`config.mk`:
```
export PLATFORM = sky130hd
export DESIGN_NAME = sobel_result_streamer
export DESIGN_NICKNAME = d
export VERILOG_FILES = /design/src/rtl/sobel_pkg.sv /design/src/rtl/sobel_stream_fifo2.sv /design/src/rtl/sobel_result_streamer.sv
export SDC_FILE = /design/constraint.sdc
export NUM_CORES = 1
export LEC_CHECK = 0
export ABC_AREA = 1
export BUFFER_PORTS_ARGS = -buffer_cell sky130_fd_sc_hd__buf_2
export CORE_MARGIN = 3
export CORE_UTILIZATION = 55
export CTS_CLUSTER_SIZE = 40
export DETAILED_ROUTE_END_ITERATION = 16
export HOLD_SLACK_MARGIN = 0.15
export PLACE_DENSITY = 0.89
export SYNTH_ARGS = -nofsm -noshare
export SYNTH_HDL_FRONTEND = slang
export SYNTH_HIERARCHICAL = 1
export SYNTH_SLANG_ARGS = --single-unit
```
`constraint.sdc`:
```
create_clock -name clk -period 5.5 [get_ports clk]
set_clock_uncertainty 0.2 [all_clocks]
set_input_delay 0.55 -clock clk [delete_from_list [all_inputs] [get_ports clk]]
set_output_delay 0.55 -clock clk [all_outputs]
set_load 0.02 [all_outputs]
```
`src/rtl/sobel_pkg.sv`:
```
// Types and default geometry shared by the Sobel result streamer and its FIFO.
package sobel_pkg;

  typedef enum logic [1:0] {
    ST_IDLE   = 2'd0,
    ST_STREAM = 2'd1,
    ST_DRAIN  = 2'd2,
    ST_DONE   = 2'd3
  } stream_state_t;

  localparam int DEF_OUTW = 238;
  localparam int DEF_OUTH = 238;
  localparam int OUTTOT   = DEF_OUTW * DEF_OUTH;
  localparam int PIX_W    = 8;

endpackage

```
`src/rtl/sobel_stream_fifo2.sv`:
```
// Two-entry registered FIFO holding pixel bytes returned by the output memory.
module sobel_stream_fifo2
  import sobel_pkg::*;
#(
  parameter int W = PIX_W
) (
  input  logic         clk,
  input  logic         rst,
  input  logic         push,
  input  logic [W-1:0] push_data,
  input  logic         pop,
  output logic [W-1:0] head,
  output logic         empty,
  output logic [1:0]   occ
);

  logic [W-1:0] mem_q [2];
  logic [W-1:0] mem_d [2];
  logic         wr_ptr_q, wr_ptr_d;
  logic         rd_ptr_q, rd_ptr_d;
  logic [1:0]   occ_q, occ_d;
  logic         push_ok, pop_ok;

  // Guards keep the pointers coherent even if a caller misbehaves.
  assign pop_ok  = pop && (occ_q != 2'd0);
  assign push_ok = push && ((occ_q != 2'd2) || pop_ok);

  always_comb begin
    mem_d    = mem_q;
    wr_ptr_d = wr_ptr_q;
    rd_ptr_d = rd_ptr_q;
    if (push_ok) begin
      mem_d[wr_ptr_q] = push_data;
      wr_ptr_d        = ~wr_ptr_q;
    end
    if (pop_ok) begin
      rd_ptr_d = ~rd_ptr_q;
    end
    occ_d = occ_q + {1'b0, push_ok} - {1'b0, pop_ok};
  end

  always_ff @(posedge clk) begin
    if (rst) begin
      wr_ptr_q <= 1'b0;
      rd_ptr_q <= 1'b0;
      occ_q    <= 2'd0;
    end else begin
      wr_ptr_q <= wr_ptr_d;
      rd_ptr_q <= rd_ptr_d;
      occ_q    <= occ_d;
    end
  end

  always_ff @(posedge clk) begin
    mem_q <= mem_d;
  end

  assign head  = mem_q[rd_ptr_q];
  assign empty = (occ_q == 2'd0);
  assign occ   = occ_q;

endmodule

```
`src/rtl/sobel_result_streamer.sv`:
```
// Streams the finished Sobel output memory as a valid/ready byte stream with frame/line markers.
module sobel_result_streamer
  import sobel_pkg::*;
#(
  parameter int OUTW   = DEF_OUTW,
  parameter int OUTH   = DEF_OUTH,
  parameter int ADDR_W = 16
) (
  input  logic              clk,
  input  logic              rst,
  input  logic              start,
  output logic              busy,
  output logic              mem_rd_en,
  output logic [ADDR_W-1:0] mem_rd_addr,
  input  logic [7:0]        mem_rd_data,
  output logic              m_valid,
  input  logic              m_ready,
  output logic [7:0]        m_data,
  output logic              m_sof,
  output logic              m_eol,
  output logic              m_eof,
  output logic              frame_done,
  output logic [31:0]       byte_count
);

  localparam int FRAME_TOT = OUTW * OUTH;
  localparam int COL_W     = (OUTW > 1) ? $clog2(OUTW) : 1;
  localparam int ROW_W     = (OUTH > 1) ? $clog2(OUTH) : 1;
  localparam logic [ADDR_W-1:0] LAST_ADDR = ADDR_W'(FRAME_TOT - 1);
  localparam logic [COL_W-1:0]  LAST_COL  = COL_W'(OUTW - 1);
  localparam logic [ROW_W-1:0]  LAST_ROW  = ROW_W'(OUTH - 1);

  stream_state_t     state_q, state_d;
  logic [ADDR_W-1:0] addr_q, addr_d;
  logic              inflight_q, inflight_d;
  logic [COL_W-1:0]  col_q, col_d;
  logic [ROW_W-1:0]  row_q, row_d;
  logic [31:0]       count_q, count_d;

  logic       fifo_empty;
  logic [1:0] fifo_occ;
  logic [7:0] fifo_head;
  logic       pop;
  logic       rd_issue;
  logic       last_col;
  logic       last_row;
  logic [2:0] level;

  assign pop      = !fifo_empty && m_ready;
  assign last_col = (col_q == LAST_COL);
  assign last_row = (row_q == LAST_ROW);

  // Credit: bytes buffered plus in flight after this cycle's pop must leave room for one more.
  assign level    = {1'b0, fifo_occ} + {2'b00, inflight_q} - {2'b00, pop};
  assign rd_issue = (state_q == ST_STREAM) && (level < 3'd2);

  sobel_stream_fifo2 #(.W(8)) u_fifo (
    .clk       (clk),
    .rst       (rst),
    .push      (inflight_q),
    .push_data (mem_rd_data),
    .pop       (pop),
    .head      (fifo_head),
    .empty     (fifo_empty),
    .occ       (fifo_occ)
  );

  always_comb begin
    state_d    = state_q;
    addr_d     = addr_q;
    col_d      = col_q;
    row_d      = row_q;
    count_d    = count_q;
    inflight_d = rd_issue;

    if (pop) begin
      count_d = count_q + 32'd1;
      if (last_col) begin
        col_d = '0;
        row_d = last_row ? '0 : row_q + 1'b1;
      end else begin
        col_d = col_q + 1'b1;
      end
    end

    case (state_q)
      ST_IDLE: begin
        if (start) begin
          state_d = ST_STREAM;
          addr_d  = '0;
          col_d   = '0;
          row_d   = '0;
          count_d = '0;
        end
      end
      ST_STREAM: begin
        if (rd_issue) begin
          if (addr_q == LAST_ADDR) begin
            state_d = ST_DRAIN;
          end else begin
            addr_d = addr_q + 1'b1;
          end
        end
      end
      // All reads issued; finish once the final pixel leaves the FIFO.
      ST_DRAIN: begin
        if (pop && last_col && last_row) begin
          state_d = ST_DONE;
        end
      end
      ST_DONE: begin
        state_d = ST_IDLE;
      end
      default: begin
        state_d = ST_IDLE;
      end
    endcase
  end

  always_ff @(posedge clk) begin
    if (rst) begin
      state_q    <= ST_IDLE;
      addr_q     <= '0;
      inflight_q <= 1'b0;
      col_q      <= '0;
      row_q      <= '0;
      count_q    <= '0;
    end else begin
      state_q    <= state_d;
      addr_q     <= addr_d;
      inflight_q <= inflight_d;
      col_q      <= col_d;
      row_q      <= row_d;
      count_q    <= count_d;
    end
  end

  assign busy        = (state_q == ST_STREAM) || (state_q == ST_DRAIN);
  assign mem_rd_en   = rd_issue;
  assign mem_rd_addr = addr_q;
  assign m_valid     = !fifo_empty;
  assign m_data      = m_valid ? fifo_head : 8'd0;
  assign m_sof       = m_valid && (row_q == '0) && (col_q == '0);
  assign m_eol       = m_valid && last_col;
  assign m_eof       = m_valid && last_col && last_row;
  assign frame_done  = (state_q == ST_DONE);
  assign byte_count  = count_q;

endmodule

```
==> impl_metrics.py <==
metrics = {
    "power_and_ir_drop": {
        "static-leakage-power_nw": 2.37,
        "power_density_normalized_to_cell_area_mw_per_mm2": 281,
        "power_frac_comb": 0.285,
        "internal_uw": 969,
        "power.net_switching_uw": 573,
        "power.ir.vdd_worst_uv": 136,
        "switching_share": 0.372,
        "p_seq_frac": 0.462,
        "power.clock.fraction": 0.253,
    },
    "floorplan": {
        "die_area_mm2": 0.0101,
        "floorplan.die.width_um": 101,
        "die_h_um": 101,
        "ios": 75,
        "core_region_area_mm2": 0.00846,
        "floorplan.initialDensity": 0.582,
        "std_cell_rows": 33,
    },
    "final_layout": {
        "final_common_cell": "sky130_fd_sc_hd__nand2_1",
        "fin_nets": 789,
        "fillerInstances": 719,
        "areaGrowthSynthToFinish_pct": 11.6,
        "final_layout_size_suffix_gt1_frac": 0.196,
        "postLayoutCellArea_mm2": 0.00549,
        "diodes": 0,
        "layout_common_cells": "165 x sky130_fd_sc_hd__nand2_1, 110 x sky130_fd_sc_hd__nor2_1, 90 x sky130_fd_sc_hd__inv_1",
        "post-route-util": 0.649,
    },
    "routing": {
        "wl_per_cell_um": 12.6,
        "detail_route.vias_per_cell": 5.30,
        "wl_met3_um": 535,
        "detailedRoute.firstIterationViolations": 248,
        "post-route-drc-count": 0,
        "routedLengthMet1_mm": 4.79,
        "top_layer_used": "met4",
        "met2RoutedLength_mm": 5.50,
        "dr_total_vias": 4618,
        "ant_nets": 0,
        "dr.pass1.iters": 5,
        "postRouteWirelength_mm": 11.0,
    },
    "sta": {
        "setup_total_negative_slack_ns": 0,
        "final-hold-violation-count": 0,
        "setup-violations-final": 0,
        "rsz_0062_raised_after_global_routing": "no",
        "max_freq_mhz": 260,
        "count_of_pins_over_their_slew_limit": 0,
        "period_needed_ns": 3.84,
        "timing.slew.headroom": 0.447,
        "max_slew.worst_pin.slew_ns": 0.828,
        "layout_worst_path_cycle_share": 0.698,
    },
    "clock_tree": {
        "numClockSinks": 87,
        "tritoncts.num_buffers": 9,
        "insertion_delay_ns": 0.35,
        "max-clock-path-buffers": 2,
        "postCtsSetupBuffers": 0,
        "holdBufCountCts": 0,
        "cts_tree": "yes",
        "ctsRootBufferMaster": "sky130_fd_sc_hd__clkbuf_8",
        "h-tree-depth": 3,
        "post_cts_gate_resize_count": 0,
        "clk_transition_reported_paths_ns": 0.09,
    },
    "placed_design": {
        "finalWeightedCongestion": 0.886,
        "placement.cell_area_mm2": 0.00533,
        "port_buffers": 74,
        "detail_placement_hpwl_mm": 8.24,
    },
    "setup_path": {
        "crit_path_cell_trace": "nor2_2 -> inv_2 -> nand2_2 -> nand2_1 -> a21boi_0 -> fa_1 -> inv_1 -> nand3_1 -> a21oi_4 -> nand3_2 -> inv_2 -> nand2_1 -> a21oi_2",
        "cp_slowest_stage_delay_ns": 0.55,
        "critical_path.slowest_cell": "sky130_fd_sc_hd__nor2_2",
        "crit_path_end_kind": "register",
        "setup.reg_to_reg.worst_slack_ns": 1.66,
        "cpLargestDelayFamily": "simple AND/OR/NAND/NOR gates",
        "worst-path-buf-inv": 3,
        "critPathLaunchType": "register",
        "worst-endpoint-arrival_ns": 3.93,
        "timing_worst_setup_path_type": "register to register",
        "worst_ep_required_time_ns": 5.59,
        "maximum_fanout_count_along_the_critical_path": 20,
    },
    "synth": {
        "largest_cells_by_area_after_synthesis": "sky130_fd_sc_hd__dfxtp_1 29%, sky130_fd_sc_hd__nand2_1 13%, sky130_fd_sc_hd__edfxtp_1 9.8%, sky130_fd_sc_hd__nor2_1 8.4%, sky130_fd_sc_hd__inv_1 6.9%",
        "yosys_most_used_dff": "sky130_fd_sc_hd__dfxtp_1",
        "synth_nets": 717,
        "synth.top_cell.area_share": 0.289,
        "synth_top_area_cell": "sky130_fd_sc_hd__dfxtp_1",
        "yosys_warnings": 6,
        "synthCells": 690,
        "mappedNetlistArea_mm2": 0.00492,
        "post_synth.cell_area_avg_um2": 7.14,
        "synth-seq-cells": 87,
        "async_reset_ff_frac": 0,
        "synth.distinct_cells": 45,
        "synth_seq_area_share": 0.386,
        "number_of_enable_type_register_cells_in_the_synthesized_netlist": 16,
    },
    "global_routing": {
        "grt_pass1_vias": 4242,
        "global_route.overflow_total": 0,
        "gr-usage-all-layers": 0.226,
        "grt_start_max_net_pins": 31,
        "first_pass_grt_wire_length_mm": 19.0,
        "initial_antenna_violation_count": 0,
    },
    "worst_hold_path": {
        "min_path_type": "input port to register",
    },
    "status": {
        "outcome": "completed",
    },
    "run": {
        "maxCapViolCount": 0,
    },
}
-- logic make-up (layout without fill, tap and decap cells) --
logic type	Yosys count	in the layout	synth area share
AND/OR/NAND/NOR	386	386	0.362
flip-flops	87	87	0.386
AO/OA/AOI/OAI	80	80	0.0976
buffers and inverters	111	188	0.0953
XOR/XNOR	11	11	0.0196
adder cells (fa/ha/maj)	15	15	0.0396
-- synth_stat cells, types with 3 or more instances --
master / count
sky130_fd_sc_hd__nand2_1: 165
sky130_fd_sc_hd__nor2_1: 110
sky130_fd_sc_hd__inv_1: 90
sky130_fd_sc_hd__dfxtp_1: 71
sky130_fd_sc_hd__nand3_1: 36
sky130_fd_sc_hd__a21oi_1: 29
sky130_fd_sc_hd__o21ai_0: 27
sky130_fd_sc_hd__edfxtp_1: 16
sky130_fd_sc_hd__ha_1: 14
sky130_fd_sc_hd__nand2_2: 13
sky130_fd_sc_hd__nor3_1: 13
sky130_fd_sc_hd__nand4_1: 12
sky130_fd_sc_hd__nor2_2: 11
sky130_fd_sc_hd__a21oi_2: 9
sky130_fd_sc_hd__xor2_1: 9
sky130_fd_sc_hd__inv_2: 7
sky130_fd_sc_hd__nor3_2: 5
sky130_fd_sc_hd__clkbuf_1: 4
sky130_fd_sc_hd__nor2_4: 4
sky130_fd_sc_hd__a31oi_1: 3
sky130_fd_sc_hd__buf_2: 3
sky130_fd_sc_hd__buf_6: 3
sky130_fd_sc_hd__nand3_2: 3
sky130_fd_sc_hd__nor4_1: 3
-- worst paths after layout --
check / start / to / cells past startpoint
setup reg to reg: u_fifo/occ[1] / mem_rd_addr[8] / 13
hold / removal: mem_rd_data[2] / u_fifo/mem_q[2] / 1
setup / recovery: u_fifo/occ[1] / mem_rd_addr[8] / 13
hold reg to reg: byte_count[26] / byte_count[26] / 2
-- worst register-to-register path, cell delays in order (launching register included) --
cell	delay, ns
sky130_fd_sc_hd__dfxtp_1	0.38
sky130_fd_sc_hd__nor2_2	0.55
sky130_fd_sc_hd__inv_2	0.09
sky130_fd_sc_hd__nand2_2	0.29
sky130_fd_sc_hd__nand2_1	0.10
sky130_fd_sc_hd__a21boi_0	0.23
sky130_fd_sc_hd__fa_1	0.44
sky130_fd_sc_hd__inv_1	0.07
sky130_fd_sc_hd__nand3_1	0.16
sky130_fd_sc_hd__a21oi_4	0.21
sky130_fd_sc_hd__nand3_2	0.43
sky130_fd_sc_hd__inv_2	0.38
sky130_fd_sc_hd__nand2_1	0.11
sky130_fd_sc_hd__a21oi_2	0.13
-- flip-flops by register name (all words and copies together), names as in the netlist --
name and count:
u_fifo/occ 2, u_fifo/mem_q 16, u_fifo/wr_ptr_q 1, state_q 2, col_q 8, u_fifo/rd_ptr_q 1, inflight_q 1, byte_count 32
row_q 8, mem_rd_addr 16
-- power groups by stage --
stage | clock network (mW) | registers, mW | logic [mW]
after floorplan | 0 | 0.727 | 0.373
after global placement | 0 | 0.724 | 0.422
after detailed placement | 0 | 0.726 | 0.439
after CTS | 0.398 | 0.712 | 0.441
after global routing | 0.428 | 0.719 | 0.489
final | 0.390 | 0.713 | 0.439
-- final cells by class --
class	instances	area [um^2]	share of cell area
inverter	98	370	0.0674
sequential	87	1900	0.346
multi-input combinational	492	2550	0.465
tap	105	131	0.0239
clock inverter	5	35.0	0.00638
timing repair buffer	74	370	0.0674
clock buffer	11	131	0.0239
-- routing by layer --
metal	global-route usage	vias to the layer above
li1	-	2334
met1	0.285	2144
met2	0.390	123
met3	0.0450	17
met4	0.0632	0
met5	0	-
-- metrics by stage --
stage               setup WS [ns]  cells  total power [mW]  hold WS (ns)
finish                       1.66    872              1.54         0.184
global route                 1.40    872              1.64         0.169
CTS                          1.70    872              1.55         0.166
detailed placement           1.71    856              1.17         0.272
global placement             1.87    856              1.15         0.258
floorplan                    2.46    690              1.10         0.245
No activity file was read; power rests on OpenSTA's default activity.
